[src/rtl/stack_alu_pkg.sv]
// rtl/stack_alu_pkg.sv - shared opcodes, FSM encoding and sizing helpers for stack_alu
//
// Purpose: common definitions imported by stack_alu and stack_alu_iter.
// Contents:
//   OP_ADD..OP_REMU  opcode values (11..15 are illegal)
//   state_e          top-level FSM encoding (IDLE / MUL / DIV)
//   cnt_width()      iteration counter width for a given data width

package stack_alu_pkg;

  localparam logic [3:0] OP_ADD  = 4'd0;
  localparam logic [3:0] OP_SUB  = 4'd1;
  localparam logic [3:0] OP_AND  = 4'd2;
  localparam logic [3:0] OP_OR   = 4'd3;
  localparam logic [3:0] OP_XOR  = 4'd4;
  localparam logic [3:0] OP_SHL  = 4'd5;
  localparam logic [3:0] OP_SHR  = 4'd6;
  localparam logic [3:0] OP_SLT  = 4'd7;
  localparam logic [3:0] OP_MUL  = 4'd8;
  localparam logic [3:0] OP_DIVU = 4'd9;
  localparam logic [3:0] OP_REMU = 4'd10;

  typedef enum logic [1:0] {
    ST_IDLE = 2'd0,
    ST_MUL  = 2'd1,
    ST_DIV  = 2'd2
  } state_e;

  // Counter must hold the value DBITS itself, hence one bit above log2.
  function automatic int cnt_width(input int dbits);
    return $clog2(dbits) + 1;
  endfunction

endpackage

[src/rtl/stack_alu_iter.sv]
// rtl/stack_alu_iter.sv - iterative shift-add multiply / restoring divide datapath
//
// Purpose: one-bit-per-cycle MUL, DIVU and REMU sharing a single shift
// register, accumulator and down-counter.
// Ports:
//   clk, rst       clock, asynchronous active-low reset
//   start_i        load operands and begin DBITS iterations
//   is_div_i       1: divide (b / a), 0: multiply (b * a); sampled with start_i
//   want_rem_i     for divide, return remainder instead of quotient
//   a_i, b_i       operands (a = divisor / multiplier, b = dividend / multiplicand)
//   done_o         high in the cycle whose edge performs the final iteration
//   result_o       final result, valid while done_o is high

module stack_alu_iter
  import stack_alu_pkg::*;
#(
  parameter int DBITS = 32
) (
  input  logic             clk,
  input  logic             rst,
  input  logic             start_i,
  input  logic             is_div_i,
  input  logic             want_rem_i,
  input  logic [DBITS-1:0] a_i,
  input  logic [DBITS-1:0] b_i,
  output logic             done_o,
  output logic [DBITS-1:0] result_o
);

  localparam int CW = cnt_width(DBITS);

  logic [CW-1:0]    cnt_q,      cnt_d;
  logic [DBITS-1:0] sr_q,       sr_d;
  logic [DBITS-1:0] acc_q,      acc_d;
  logic [DBITS-1:0] opnd_q,     opnd_d;
  logic             is_div_q,   is_div_d;
  logic             want_rem_q, want_rem_d;

  logic [DBITS:0]   mul_sum;
  logic [DBITS:0]   rem_shift;
  logic [DBITS-1:0] rem_diff;
  logic             fits;
  logic [DBITS-1:0] sr_step;
  logic [DBITS-1:0] acc_step;

  always_comb begin
    // Multiply: {acc, sr} is the running product; sr starts as the multiplier
    // and is shifted out LSB first while the product's low half shifts in.
    mul_sum   = {1'b0, acc_q} + {1'b0, (sr_q[0] ? opnd_q : {DBITS{1'b0}})};

    // Divide: acc is the partial remainder, sr the dividend that shifts out
    // MSB first while quotient bits shift in at the bottom.
    rem_shift = {acc_q, sr_q[DBITS-1]};
    fits      = (rem_shift >= {1'b0, opnd_q});
    // When fits, the true difference is below the divisor so the low DBITS
    // bits are exact.
    rem_diff  = rem_shift[DBITS-1:0] - opnd_q;

    if (is_div_q) begin
      acc_step = fits ? rem_diff : rem_shift[DBITS-1:0];
      sr_step  = {sr_q[DBITS-2:0], fits};
    end else begin
      acc_step = mul_sum[DBITS:1];
      sr_step  = {mul_sum[0], sr_q[DBITS-1:1]};
    end

    cnt_d      = cnt_q;
    sr_d       = sr_q;
    acc_d      = acc_q;
    opnd_d     = opnd_q;
    is_div_d   = is_div_q;
    want_rem_d = want_rem_q;

    if (start_i) begin
      cnt_d      = CW'(DBITS);
      acc_d      = '0;
      sr_d       = is_div_i ? b_i : a_i;
      opnd_d     = is_div_i ? a_i : b_i;
      is_div_d   = is_div_i;
      want_rem_d = want_rem_i;
    end else if (cnt_q != '0) begin
      cnt_d = cnt_q - CW'(1);
      sr_d  = sr_step;
      acc_d = acc_step;
    end

    done_o   = (cnt_q == CW'(1));
    result_o = (is_div_q && want_rem_q) ? acc_step : sr_step;
  end

  always_ff @(posedge clk or negedge rst) begin
    if (!rst) begin
      cnt_q      <= '0;
      sr_q       <= '0;
      acc_q      <= '0;
      opnd_q     <= '0;
      is_div_q   <= 1'b0;
      want_rem_q <= 1'b0;
    end else begin
      cnt_q      <= cnt_d;
      sr_q       <= sr_d;
      acc_q      <= acc_d;
      opnd_q     <= opnd_d;
      is_div_q   <= is_div_d;
      want_rem_q <= want_rem_d;
    end
  end

endmodule

[src/rtl/stack_alu.sv]
// rtl/stack_alu.sv - stack machine execute stage: single-cycle ALU plus iterative MUL/DIV
//
// Purpose: consumes top-of-stack (a) and next-of-stack (b) on start and
// returns one result word with a done pulse.
// Ports:
//   clk      rising-edge clock
//   rst      asynchronous reset, active-low
//   start    issue strobe, accepted only while busy=0
//   op       opcode (b is the left operand)
//   a, b     top / next of stack
//   busy     iterative op in progress
//   done     one-cycle result-valid pulse
//   result   result word, held until the next done
//   dz       divide-by-zero flag, valid with done, held
//   illegal  unknown opcode flag, valid with done, held

module stack_alu
  import stack_alu_pkg::*;
#(
  parameter int DBITS  = 32,
  parameter int OPBITS = 4
) (
  input  logic              clk,
  input  logic              rst,
  input  logic              start,
  input  logic [OPBITS-1:0] op,
  input  logic [DBITS-1:0]  a,
  input  logic [DBITS-1:0]  b,
  output logic              busy,
  output logic              done,
  output logic [DBITS-1:0]  result,
  output logic              dz,
  output logic              illegal
);

  localparam int SHW = $clog2(DBITS);

  state_e           state_q,   state_d;
  logic [DBITS-1:0] result_q,  result_d;
  logic             done_q,    done_d;
  logic             dz_q,      dz_d;
  logic             illegal_q, illegal_d;

  logic             iter_start;
  logic             iter_done;
  logic [DBITS-1:0] iter_result;
  logic             is_div;
  logic             want_rem;
  logic [DBITS-1:0] simple_res;

  assign is_div   = (op != OPBITS'(OP_MUL));
  assign want_rem = (op == OPBITS'(OP_REMU));

  always_comb begin
    simple_res = '0;
    case (op)
      OPBITS'(OP_ADD): simple_res = b + a;
      OPBITS'(OP_SUB): simple_res = b - a;
      OPBITS'(OP_AND): simple_res = b & a;
      OPBITS'(OP_OR):  simple_res = b | a;
      OPBITS'(OP_XOR): simple_res = b ^ a;
      OPBITS'(OP_SHL): simple_res = b << a[SHW-1:0];
      OPBITS'(OP_SHR): simple_res = b >> a[SHW-1:0];
      OPBITS'(OP_SLT): simple_res = {{(DBITS-1){1'b0}}, ($signed(b) < $signed(a))};
      default:         simple_res = '0;
    endcase
  end

  always_comb begin
    state_d    = state_q;
    result_d   = result_q;
    done_d     = 1'b0;
    dz_d       = dz_q;
    illegal_d  = illegal_q;
    iter_start = 1'b0;

    case (state_q)
      ST_IDLE: begin
        if (start) begin
          case (op)
            OPBITS'(OP_ADD), OPBITS'(OP_SUB), OPBITS'(OP_AND), OPBITS'(OP_OR),
            OPBITS'(OP_XOR), OPBITS'(OP_SHL), OPBITS'(OP_SHR), OPBITS'(OP_SLT): begin
              result_d  = simple_res;
              dz_d      = 1'b0;
              illegal_d = 1'b0;
              done_d    = 1'b1;
            end
            OPBITS'(OP_MUL): begin
              iter_start = 1'b1;
              state_d    = ST_MUL;
            end
            OPBITS'(OP_DIVU), OPBITS'(OP_REMU): begin
              if (a == '0) begin
                // Divide by zero short-circuits: quotient saturates, remainder is the dividend.
                result_d  = want_rem ? b : {DBITS{1'b1}};
                dz_d      = 1'b1;
                illegal_d = 1'b0;
                done_d    = 1'b1;
              end else begin
                iter_start = 1'b1;
                state_d    = ST_DIV;
              end
            end
            default: begin
              result_d  = '0;
              dz_d      = 1'b0;
              illegal_d = 1'b1;
              done_d    = 1'b1;
            end
          endcase
        end
      end
      ST_MUL, ST_DIV: begin
        if (iter_done) begin
          result_d  = iter_result;
          dz_d      = 1'b0;
          illegal_d = 1'b0;
          done_d    = 1'b1;
          state_d   = ST_IDLE;
        end
      end
      default: state_d = ST_IDLE;
    endcase
  end

  always_ff @(posedge clk or negedge rst) begin
    if (!rst) begin
      state_q   <= ST_IDLE;
      result_q  <= '0;
      done_q    <= 1'b0;
      dz_q      <= 1'b0;
      illegal_q <= 1'b0;
    end else begin
      state_q   <= state_d;
      result_q  <= result_d;
      done_q    <= done_d;
      dz_q      <= dz_d;
      illegal_q <= illegal_d;
    end
  end

  stack_alu_iter #(
    .DBITS (DBITS)
  ) u_iter (
    .clk        (clk),
    .rst        (rst),
    .start_i    (iter_start),
    .is_div_i   (is_div),
    .want_rem_i (want_rem),
    .a_i        (a),
    .b_i        (b),
    .done_o     (iter_done),
    .result_o   (iter_result)
  );

  assign busy    = (state_q != ST_IDLE);
  assign done    = done_q;
  assign result  = result_q;
  assign dz      = dz_q;
  assign illegal = illegal_q;

endmodule

[config.mk]
export PLATFORM = sky130hd
export DESIGN_NAME = stack_alu
export DESIGN_NICKNAME = d
export VERILOG_FILES = /design/src/rtl/stack_alu_pkg.sv /design/src/rtl/stack_alu_iter.sv /design/src/rtl/stack_alu.sv
export SDC_FILE = /design/constraint.sdc
export NUM_CORES = 1
export LEC_CHECK = 0
export CELL_PAD_IN_SITES_DETAIL_PLACEMENT = 1
export CELL_PAD_IN_SITES_GLOBAL_PLACEMENT = 1
export CORE_MARGIN = 4
export CORE_UTILIZATION = 40
export DETAILED_ROUTE_END_ITERATION = 10
export GPL_TIMING_DRIVEN = 1
export MAX_ROUTING_LAYER = met4
export PLACE_DENSITY = 0.75
export SLEW_MARGIN = 20
export SYNTH_ARGS = -nofsm -noshare
export SYNTH_HDL_FRONTEND = slang
export SYNTH_SLANG_ARGS = --single-unit
[constraint.sdc]
create_clock -name clk -period 9.1 [get_ports clk]
set_input_delay 1.82 -clock clk [delete_from_list [all_inputs] [get_ports clk]]
set_output_delay 1.82 -clock clk [all_outputs]
set_load 0.02 [all_outputs]
==> results of run 1 <==
==> flip-flops by register name, summed over array words and instances, names as in the netlist <==
name	flops
done	1
u_iter.is_div_q	1
u_iter.sr_q	32
u_iter.want_rem_q	1
u_iter.acc_q	32
state_q	2
result	32
dz	1
u_iter.opnd_q	32
illegal	1
u_iter.cnt_q	6
==> critical path, cell delays in order <==
cell             delay, ns
clkdlybuf4s50_1       0.89
inv_1                 0.28
ha_1                  0.41
a211o_1               0.32
o211ai_1              0.23
a211oi_1              0.26
o31a_1                0.36
nor3_2                0.41
o21bai_1              0.17
a221oi_1              0.26
a21oi_1               0.06
o21ai_0               0.47
a31oi_1               0.18
==> path summary, 6_finish.rpt <==
path | to | cells after the start
max | result[21] | 13
min | result[23] | 1
min in group asynchronous | u_iter.acc_q[22] | 1
min reg2reg | result[23] | 1
max reg2reg | result[4] | 13
max in group asynchronous | u_iter.is_div_q | 2
==> per-layer routing <==
layer | global-route usage (%) | vias to the layer above | wire [um]
li1 | - | 9847 | -
met1 | 49.8 | 11200 | 42900
met2 | 58.4 | 1054 | 45600
met3 | 5.47 | 209 | 7190
met4 | 16.4 | 0 | 5190
met5 | - | - | 0
==> kinds of logic (layout without fill, tap and decap cells) <==
| kind of cell | after synthesis | in the layout | share of synthesized area (%) |
|---|---|---|---|
| mux | 168 | 168 | 11.6 |
| xor+xnor | 73 | 73 | 3.17 |
| compound gates | 994 | 994 | 31.8 |
| flops | 141 | 141 | 17.5 |
| buf+inv | 352 | 343 | 6.89 |
| simple gates | 789 | 789 | 17.4 |
| fa+ha+maj | 186 | 186 | 11.7 |
==> where the power goes <==
part	internal (mW)	switching [mW]
Clock	0.464	0.352
Combinational	2.04	3.23
Sequential	0.964	0.423
Total	3.47	4.01
==> cell usage after synthesis (42+ instances only) <==
cell and n:
nand3_1 42, ha_1 182, clkbuf_1 148, a21oi_1 321
nor3_1 55, mux2i_1 106, a211oi_1 112, nand2_1 155
dfrtp_1 141, xnor2_1 45, o21ai_0 180, a21o_1 45
nor2_1 377, inv_1 151, mux4_2 51
==> layout make-up <==
| cell class | instances | area [um^2] | share of cell area, % |
|---|---|---|---|
| Multi-Input combinational cell | 2210 | 15300 | 68.6 |
| Sequential cell | 141 | 3530 | 15.8 |
| Timing Repair Buffer | 159 | 1440 | 6.45 |
| Tap cell | 672 | 841 | 3.76 |
| Inverter | 152 | 571 | 2.55 |
| Clock buffer | 18 | 429 | 1.92 |
| Clock inverter | 14 | 208 | 0.929 |
==> placed cells by master, fill, tap and decap left out, drive strengths merged, types with 101 or more instances in the layout <==
cell type      instances
a211oi               113
clkdlybuf4s50        101
o21ai                208
nor2                 377
ha                   182
nand2                155
dfrtp                141
a21oi                324
mux2i                106
inv                  157
==> stage by stage <==
step	util, %	power [mW]	cell area, um^2
after global routing	44.6	8.03	22400
final	44.6	7.48	22400
after detailed placement	43.4	6.54	21700
after CTS	44.6	7.41	22400
after floorplan	-	4.86	20200
after global placement	43.4	6.37	21700
==> summary.txt, run 1 <==
STA
  – Final Hold Vio Count: 0
  – Measured slew at the worst slew-check pin: 1.15 ns
  – RSZ-0062 raised after global routing: no
  – Achievable frequency: 172 MHz
  – Hold WS: 0.506 ns
  – Slew HR: 23.1%
  – Setup Total Neg Slack: 0 ns
  – Max Clock Skew: 0.0250 ns
  – Final Setup Violations: 0
  – Fin. max-slew vios: 0
  – Tmin final: 5.81 ns
  – Tcrit/Tclk final: 63.8%
  – Final worst slack: 3.29 ns

Placed design
  – Post-DP HPWL: 77800 um
  – Gpl congestion: 1.01
  – Dpl ws: 2.81 ns
  – Placed instance count: 3334
  – Port bufs: 106

Clock tree
  – # resized after CTS: 0
  – Total CTS buffers: 17
  – Clock transition at path regs: 0.07 ns
  – H-tree lvl count: 4
  – Clock sinks: 141
  – Post-CTS Setup Repair Bufs: 0
  – Clock Path Buffers: 2
  – Worst-Skew Late Latency: 0.51 ns
  – CTS root buf: clkbuf_16
  – Cts hold-fix bufs: 0
  – CTS tree: yes

Layout
  – Layout cell share with drive strength beyond 1: 7.09%
  – Layout Nets: 2938
  – Antenna cells: 0
  – Fill count: 6261
  – Area Overhead vs Synth: 10.8%
  – Non-filler instance count after layout: 3366

Global route
  – Initial antenna violation count: 0
  – Largest net degree at the start of global routing: 82
  – First-pass GRT wire length: 150000 um
  – Tot GR Track Use: 37.9%
  – Vias in the first global route: 22500
  – Total gr overflow: 0

Critical path
  – Worst setup path category: in -> reg
  – Crit path required time: 9.43 ns
  – Crit path DAT: 6.14 ns
  – Critical R2R Launch: u_iter.sr_q[31]
  – Startpoint Class: input pin
  – Setup crit start: b[1]
  – CP Capture Type: flip-flop
  – R2R setup slack: 4.05 ns
  – Crit Path Max Fanout: 9

Pwr
  – Power density cells: 334 mW/mm^2
  – VDD IR max: 215 uV
  – Cell leakage power: 9.56 nW

Run
  – Max-cap violations: 0

Drt
  – Final ANT Viol Nets: 0
  – Pre-Repair DR Iteration Count: 5
  – DRC: 0
  – Initial drt markers: 2211
  – DR WL/cell: 30.0 um
  – Vias: 22300
  – Vias per cell: 6.64
  – Routed wire length: 101000 um

Synthesis
  – Area of the mapped netlist: 0.0202 mm^2
  – Syn Area/Cell: 7.47 um^2
  – Synth cell types: 92
  – Synth area leader: dfrtp_1
  – Largest cells by area after synthesis: dfrtp_1 (17%), ha_1 (11%), a21oi_1 (8.0%), nor2_1 (7.0%), mux4_2 (5.7%)
  – Number of synthesized flops with an enable pin: 0
  – Top FF cell, synth: dfrtp_1
  – Register area share after synthesis: 17.5%
  – Syn. warnings: 0
  – Flop and latch count out of synthesis: 141
  – Yosys top cell area share: 17.5%
  – Synth async-reset ratio: 100%
  – Synth Instances: 2703
  – Synthesized Nets: 2960

Min path
  – Hold_sp: result[23]
  – HP Class: reg -> reg

Die
  – Floorplan row count: 82
  – Core Area: 0.0501 mm^2
  – Die W: 233 um
  – Top Ports: 107
  – Full die area: 0.0541 mm^2
  – Starting Density: 40.3%
  – Chip Height: 233 um

Status
  – Status: finished, final reports clean
(Power assumes the default switching activity.)
==> run 2, diff against run 1 <==
--- a/config.mk
+++ b/config.mk
@@ -12,7 +12,7 @@
 export DETAILED_ROUTE_END_ITERATION = 10
 export GPL_TIMING_DRIVEN = 1
 export MAX_ROUTING_LAYER = met4
-export PLACE_DENSITY = 0.75
+export PLACE_DENSITY = 0.78
 export SLEW_MARGIN = 20
 export SYNTH_ARGS = -nofsm -noshare
 export SYNTH_HDL_FRONTEND = slang
==> constraint.sdc (replaced) <==
create_clock -name clk -period 5.22 [get_ports clk]
set_input_delay 1.044 -clock clk [delete_from_list [all_inputs] [get_ports clk]]
set_output_delay 1.044 -clock clk [all_outputs]
set_load 0.02 [all_outputs]
==> run 2 against run 1 <==
Effect of this change: flip-flop and latch count is the same; combinational power is 78% higher; register-to-register slack got worse by 3.0 ns; clock-buffer cell count up 6.
==> summary.txt, run 2 (synthesis results as in run 1) <==
Status
  – Status: finished, final reports clean

STA
  – Achievable frequency: 222 MHz
  – Final Setup Violations: 0 (unchanged)
  – Slew HR: 22.9% (-0.18 points)
  – RSZ-0062 raised after global routing: no
  – Setup Total Neg Slack: 0 ns (unchanged)
  – Final Hold Vio Count: 0 (unchanged)
  – Fin. max-slew vios: 0 (unchanged)
  – Max Clock Skew: 0.0137 ns (-0.0113 ns)
  – Measured slew at the worst slew-check pin: 1.15 ns (+0.00522 ns)
  – Tcrit/Tclk final: 86.4%
  – Tmin final: 4.51 ns

Critical path
  – CP Capture Type: flip-flop
  – Worst setup path category: in -> reg
  – Crit path required time: 5.55 ns (-3.88 ns)
  – Startpoint Class: input pin
  – Crit path DAT: 4.83 ns (-1.31 ns)
  – R2R cell count: 12 (-1)
  – Worst-path cell chain: clkdlybuf4s50_1 > inv_1 > ha_1 > a2111oi_2 > a211oi_1 > buf_4 > o31a_1 > nor3_2 > buf_4 > o221ai_1 > a2111oi_0 > buf_4 > o21ai_1 > mux2i_1 > o21ai_1
  – Cell count along the critical path: 15 (+2)
  – CP delay by family, top: compound AO/OA/AOI/OAI gates
  – Slowest stage delay, CP: 0.56 ns (-0.33 ns)
  – Critical path's slowest cell: clkdlybuf4s50_1
  – Cell mode on critical path: buf_4
  – Worst path bufs/invs: 5 (+3)
  – Crit Path Max Fanout: 7 (-2)

Placed design
  – Port bufs: 106 (unchanged)
  – Post-DP HPWL: 81600 um (+5.0%)
  – Placed instance count: 3428 (+2.8%)
  – Gpl congestion: 1.07 (+6.4%)

Min path
  – Hold path cells: 1 (unchanged)
  – HP Class: reg -> reg

Die
  – Die W: 233 um (unchanged)
  – Full die area: 0.0541 mm^2 (unchanged)
  – Starting Density: 40.3% (unchanged)
  – Top Ports: 107 (unchanged)
  – Chip Height: 233 um (unchanged)
  – Core Area: 0.0501 mm^2 (unchanged)
  – Floorplan row count: 82 (unchanged)

Drt
  – Routed wire length: 103000 um (+2.4%)
  – DR WL/cell: 29.9 um (-0.43%)
  – Vias: 22800 (+2.0%)
  – Vias per cell: 6.58 (-0.81%)
  – Pre-Repair DR Iteration Count: 7 (+2)
  – Final ANT Viol Nets: 0 (unchanged)
  – DRC: 0 (unchanged)
  – Initial drt markers: 2304 (+4.2%)

Global route
  – Largest net degree at the start of global routing: 110 (+34%)
  – Vias in the first global route: 22900 (+1.9%)
  – Initial antenna violation count: 1 (+1)
  – Tot GR Track Use: 38.3% (+0.38 points)
  – Total gr overflow: 0 (unchanged)
  – First-pass GRT wire length: 152000 um (+1.3%)

Layout
  – Fill count: 6275 (+0.22%)
  – Layout cell share with drive strength beyond 1: 10.0% (+2.9 points)
  – Layout Nets: 3032 (+3.2%)
  – Most common cell after layout, fill and taps aside: nor2_1
  – Most frequent cells in the layout: nor2_1 (376), a21oi_1 (319), ha_1 (182)
  – Area Overhead vs Synth: 14.7%
  – Non-filler instance count after layout: 3461 (+2.8%)

Clock tree
  – Clock Path Buffers: 2 (unchanged)
  – CTS root buf: clkbuf_16
  – # resized after CTS: 0 (unchanged)
  – Post-CTS Setup Repair Bufs: 0 (unchanged)
  – Worst-Skew Late Latency: 0.45 ns (-0.06 ns)
  – CTS tree: yes
  – Clock sinks: 141 (unchanged)
  – Clock transition at path regs: 0.06 ns (about the same)
  – Cts hold-fix bufs: 0 (unchanged)
  – Total CTS buffers: 17 (unchanged)
  – H-tree lvl count: 4 (unchanged)

Pwr
  – Cell leakage power: 10.0 nW (+4.9%)
  – Power density cells: 568 mW/mm^2 (+70%)
  – VDD IR max: 337 uV (+57%)

Run
  – Max-cap violations: 0 (unchanged)
==> run 2: power by group <==
group / total (mW) / internal (mW) / switching, mW
registers: 2.42 / 1.68 / 0.737
clock network: 1.33 / 0.821 / 0.508
logic: 9.39 / 3.71 / 5.69
==> run 2: routing by layer <==
layer	track usage [%]	vias to the layer above	wire length [um]	part of all wire (%)
li1	-	10000	-	-
met1	50.7	11600	44500	43
met2	59.7	997	47100	46
met3	5.24	180	6960	6.7
met4	14.7	0	4790	4.6
met5	-	-	0	0
==> run 2: path summary, 6_finish.rpt <==
check | from | endpoint | slack, ns
setup / recovery | a[6] | result[19] | 0.71
hold / removal | result[10] | result[10] | 0.50
setup reg to reg | u_iter.acc_q[0] | result[10] | 1.05
hold reg to reg | result[10] | result[10] | 0.50
max in group asynchronous | rst | result[7] | 3.58
min in group asynchronous | rst | u_iter.cnt_q[3] | 0.65
==> run 2: cell type report <==
class | count | area [um^2] | area share [%]
Timing Repair Buffer | 253 | 2260 | 9.77
Clock buffer | 24 | 472 | 2.04
Tap cell | 672 | 841 | 3.63
Inverter | 152 | 571 | 2.47
Clock inverter | 7 | 138 | 0.595
Sequential cell | 141 | 3530 | 15.3
Multi-Input combinational cell | 2210 | 15300 | 66.2
Antenna cell | 2 | 5.00 | 0.0216
==> run 2: per-stage QoR <==
stage	area [um^2]	util [%]	setup WS (ns)	power (mW)	hold WS (ns)
2_1_floorplan	20200	-	0.488	8.48	0.501
3_3_place_gp	22500	45.0	0.464	11.2	0.478
3_5_place_dp	22500	45.0	0.368	11.6	0.501
4_1_cts	23100	46.2	0.829	13.0	0.515
5_1_grt	23100	46.2	0.502	14.0	0.523
6_report	23100	46.2	0.711	13.1	0.502
==> run 3, diff against run 2 <==
--- a/config.mk
+++ b/config.mk
@@ -5,14 +5,15 @@
 export SDC_FILE = /design/constraint.sdc
 export NUM_CORES = 1
 export LEC_CHECK = 0
+export ABC_AREA = 1
 export CELL_PAD_IN_SITES_DETAIL_PLACEMENT = 1
 export CELL_PAD_IN_SITES_GLOBAL_PLACEMENT = 1
 export CORE_MARGIN = 4
-export CORE_UTILIZATION = 40
+export CORE_UTILIZATION = 39
 export DETAILED_ROUTE_END_ITERATION = 10
 export GPL_TIMING_DRIVEN = 1
 export MAX_ROUTING_LAYER = met4
-export PLACE_DENSITY = 0.78
+export PLACE_DENSITY = 0.81
 export SLEW_MARGIN = 20
 export SYNTH_ARGS = -nofsm -noshare
 export SYNTH_HDL_FRONTEND = slang
==> run 3 against run 2 <==
Effect of this change: synthesized area is 13% higher; clock-buffer cell count shrank 7; power is 13% higher; maximum frequency grew 8.2%; non-clock buffer count shrank 54; die area rose by 16%; final area up 9.9%; combinational power is 18% higher; clock power down 3%; largest cell class unchanged; largest power group unchanged; highest routed layer unchanged.
==> summary.txt, run 3 <==
Global route
  – Vias in the first global route: 29600 (+29%)
  – First-pass GRT wire length: 194000 um (+27%)
  – Initial antenna violation count: 4 (+3)
  – Largest net degree at the start of global routing: 130 (+18%)
  – Total gr overflow: 0 (unchanged)
  – Tot GR Track Use: 42.3% (+4.0 points)

Synthesis
  – Register area share after synthesis: 15.4% (-2.0 points)
  – Number of synthesized flops with an enable pin: 0 (unchanged)
  – Yosys top cell area share: 23.6% (+6.1 points)
  – Synth area leader: nand2_1
  – Top post-synthesis cells by count: nand2_1 (1438), inv_1 (619), nand3_1 (514)
  – Area of the mapped netlist: 0.0229 mm^2 (+13%)
  – Flop and latch count out of synthesis: 141 (unchanged)
  – Largest cells by area after synthesis: nand2_1 (24%), dfrtp_1 (15%), nand3_1 (11%), inv_1 (10%), ha_1 (10%)
  – Top FF cell, synth: dfrtp_1
  – Synth async-reset ratio: 100% (unchanged)
  – Synth cell types: 50 (-46%)
  – Synth Instances: 4193 (+55%)
  – Top-count cell post-synth: nand2_1
  – Synthesized Nets: 4450 (+50%)
  – Syn. warnings: 0 (unchanged)
  – Syn Area/Cell: 5.45 um^2 (-27%)

Critical path
  – Startpoint Class: input pin
  – Worst-path cell chain: clkdlybuf4s50_1 > inv_1 > ha_1 > nand2_1 > nor2_1 > inv_1 > nor3_1 > nand2_1 > nand2_1 > nand2_1 > nand2_1 > nand2_1 > nand3_1 > nand3_1 > nand2_1 > nand3_1 > nand2_1 > inv_1
  – R2R setup slack: 1.52 ns (+0.47 ns)
  – Worst setup path category: in -> reg
  – R2R cell count: 15 (+3)
  – Cell mode on critical path: nand2_1
  – Crit Path Max Fanout: 8 (+1)
  – Crit path required time: 5.57 ns (+0.02 ns)
  – Cell count along the critical path: 18 (+3)
  – Worst path bufs/invs: 4 (-1)
  – Critical path's slowest cell: clkdlybuf4s50_1
  – Crit path DAT: 4.51 ns (-0.32 ns)
  – Slowest stage delay, CP: 0.71 ns (+0.15 ns)
  – CP Capture Type: flip-flop
  – CP delay by family, top: simple AND/OR/NAND/NOR gates

Drt
  – DRC: 0 (unchanged)
  – Final ANT Viol Nets: 0 (unchanged)
  – Pre-Repair DR Iteration Count: 6 (-1)
  – Routed wire length: 134000 um (+30%)
  – Initial drt markers: 3782 (+64%)
  – Vias per cell: 5.98 (-9.2%)
  – DR WL/cell: 26.7 um (-11%)
  – Vias: 30000 (+32%)

Clock tree
  – Cts hold-fix bufs: 0 (unchanged)
  – H-tree lvl count: 4 (unchanged)
  – Post-CTS Setup Repair Bufs: 0 (unchanged)
  – # resized after CTS: 0 (unchanged)
  – Worst-Skew Late Latency: 0.46 ns (about the same)
  – Clock Path Buffers: 2 (unchanged)
  – CTS tree: yes
  – Clock sinks: 141 (unchanged)
  – CTS root buf: clkbuf_16
  – Clock transition at path regs: 0.08 ns (+0.02 ns)
  – Total CTS buffers: 17 (unchanged)

Layout
  – Layout cell share with drive strength beyond 1: 3.93% (-6.1 points)
  – Non-filler instance count after layout: 5021 (+45%)
  – Most frequent cells in the layout: nand2_1 (1438), inv_1 (618), nand3_1 (514)
  – Area Overhead vs Synth: 11.3%
  – Layout Nets: 4495 (+48%)
  – Most common cell after layout, fill and taps aside: nand2_1

Die
  – Starting Density: 39.5% (-0.78 points)
  – Chip Height: 250 um (+7.5%)
  – Top Ports: 107 (unchanged)
  – Full die area: 0.0625 mm^2 (+16%)
  – Core Area: 0.0578 mm^2 (+15%)
  – Die W: 250 um (+7.5%)
  – Floorplan row count: 88 (+7.3%)

Pwr
  – Cell leakage power: 13.8 nW (+38%)
  – VDD IR max: 435 uV (+29%)
  – Power density cells: 581 mW/mm^2 (+2.4%)

STA
  – Max Clock Skew: 0.0164 ns (+0.00269 ns)
  – Fin. max-slew vios: 0 (unchanged)
  – Measured slew at the worst slew-check pin: 1.05 ns (-0.103 ns)
  – Hold WS: 0.501 ns (-0.00153 ns)
  – Tmin final: 4.17 ns (-0.340 ns)
  – Final Hold Vio Count: 0 (unchanged)
  – Achievable frequency: 240 MHz (+8.2%)
  – RSZ-0062 raised after global routing: no
  – Tcrit/Tclk final: 79.9% (-6.5 points)
  – Final Setup Violations: 0 (unchanged)
  – Setup Total Neg Slack: 0 ns (unchanged)
  – Slew HR: 30.2% (+7.3 points)

Run
  – Max-cap violations: 0 (unchanged)

Placed design
  – Port bufs: 106 (unchanged)
  – Post-DP HPWL: 111000 um (+36%)
  – Placed instance count: 4984 (+45%)
  – Gpl congestion: 1.18 (+10%)

Min path
  – HP Class: reg -> reg
  – Hold path cells: 2 (+1)

Status
  – Status: finished, final reports clean
## run 3: changes by cell type after synthesis, sizes merged, moves of 51 or more
cell,previous run,this run
a211oi,113,2
a21oi,324,192
inv,152,630
mux2i,106,1
mux4,51,0
nand2,155,1445
nand3,42,515
nor2,377,326
o211ai,22,89
## run 3: kinds of logic after synthesis
group                    Yosys count  synth area share, %
multiplexers                       1               0.0438
adder cells (fa/ha/maj)          186                 10.3
AO/OA/AOI/OAI                    596                 14.7
XOR/XNOR                          26                0.997
AND/OR/NAND/NOR                 2438                 44.7
flip-flops                       141                 15.4
buffers and inverters            805                 13.8
## run 3: power breakdown
part / total (mW) / leakage (nW) / switching, mW / internal [mW]
Sequential: 2.42 / 1.73 / 0.779 / 1.64
Clock: 1.29 / 0.296 / 0.610 / 0.684
Combinational: 11.1 / 11.8 / 7.76 / 3.31
Total: 14.8 / 13.8 / 9.15 / 5.64
## run 3: area by class of cell
type	count	area, um^2
Antenna cell	5	12.5
Clock buffer	17	425
Clock inverter	15	174
Fill cell	8390	32400
Inverter	632	2370
Multi-Input combinational cell	3247	16200
Sequential cell	141	3530
Tap cell	765	957
Timing Repair Buffer	199	1780
## run 3: layer usage
metal | vias to the layer above | wire length (um) | track usage [%]
met5 | - | 0 | -
met4 | 0 | 14700 | 34.4
met3 | 612 | 12200 | 7.96
met2 | 1647 | 57100 | 63.8
met1 | 14200 | 50000 | 48.9
li1 | 13500 | - | -
## run 3: worst reg2reg max path, delay by kind of cell, from the launching register on
kind,cells,cell delay [ns]
AOI/OAI and AO/OA,1,0.41
DFF,1,0.50
adders and majority gates,1,0.42
and+or+nand+nor,10,1.84
buffers and inverters,3,0.46
## run 3: metrics by stage
step / setup slack (ns) / area (um^2) / power, mW / utilization (%)
global placement: 0.769 / 24800 / 12.8 / 42.9
detailed placement: 0.739 / 24800 / 13.0 / 42.9
floorplan: 1.93 / 22900 / 8.97 / -
global route: 0.939 / 25400 / 15.8 / 44.0
finish: 1.05 / 25400 / 14.8 / 44.0
CTS: 1.21 / 25400 / 14.4 / 44.0
## run 3: final timing paths
path	from	endpoint
worst max register to register	u_iter.opnd_q[21]	result[25]
max in group asynchronous	rst	u_iter.acc_q[6]
worst min register to register	illegal	illegal
worst min-delay path	illegal	illegal
worst max-delay path	a[13]	result[23]
min in group asynchronous	rst	u_iter.opnd_q[25]
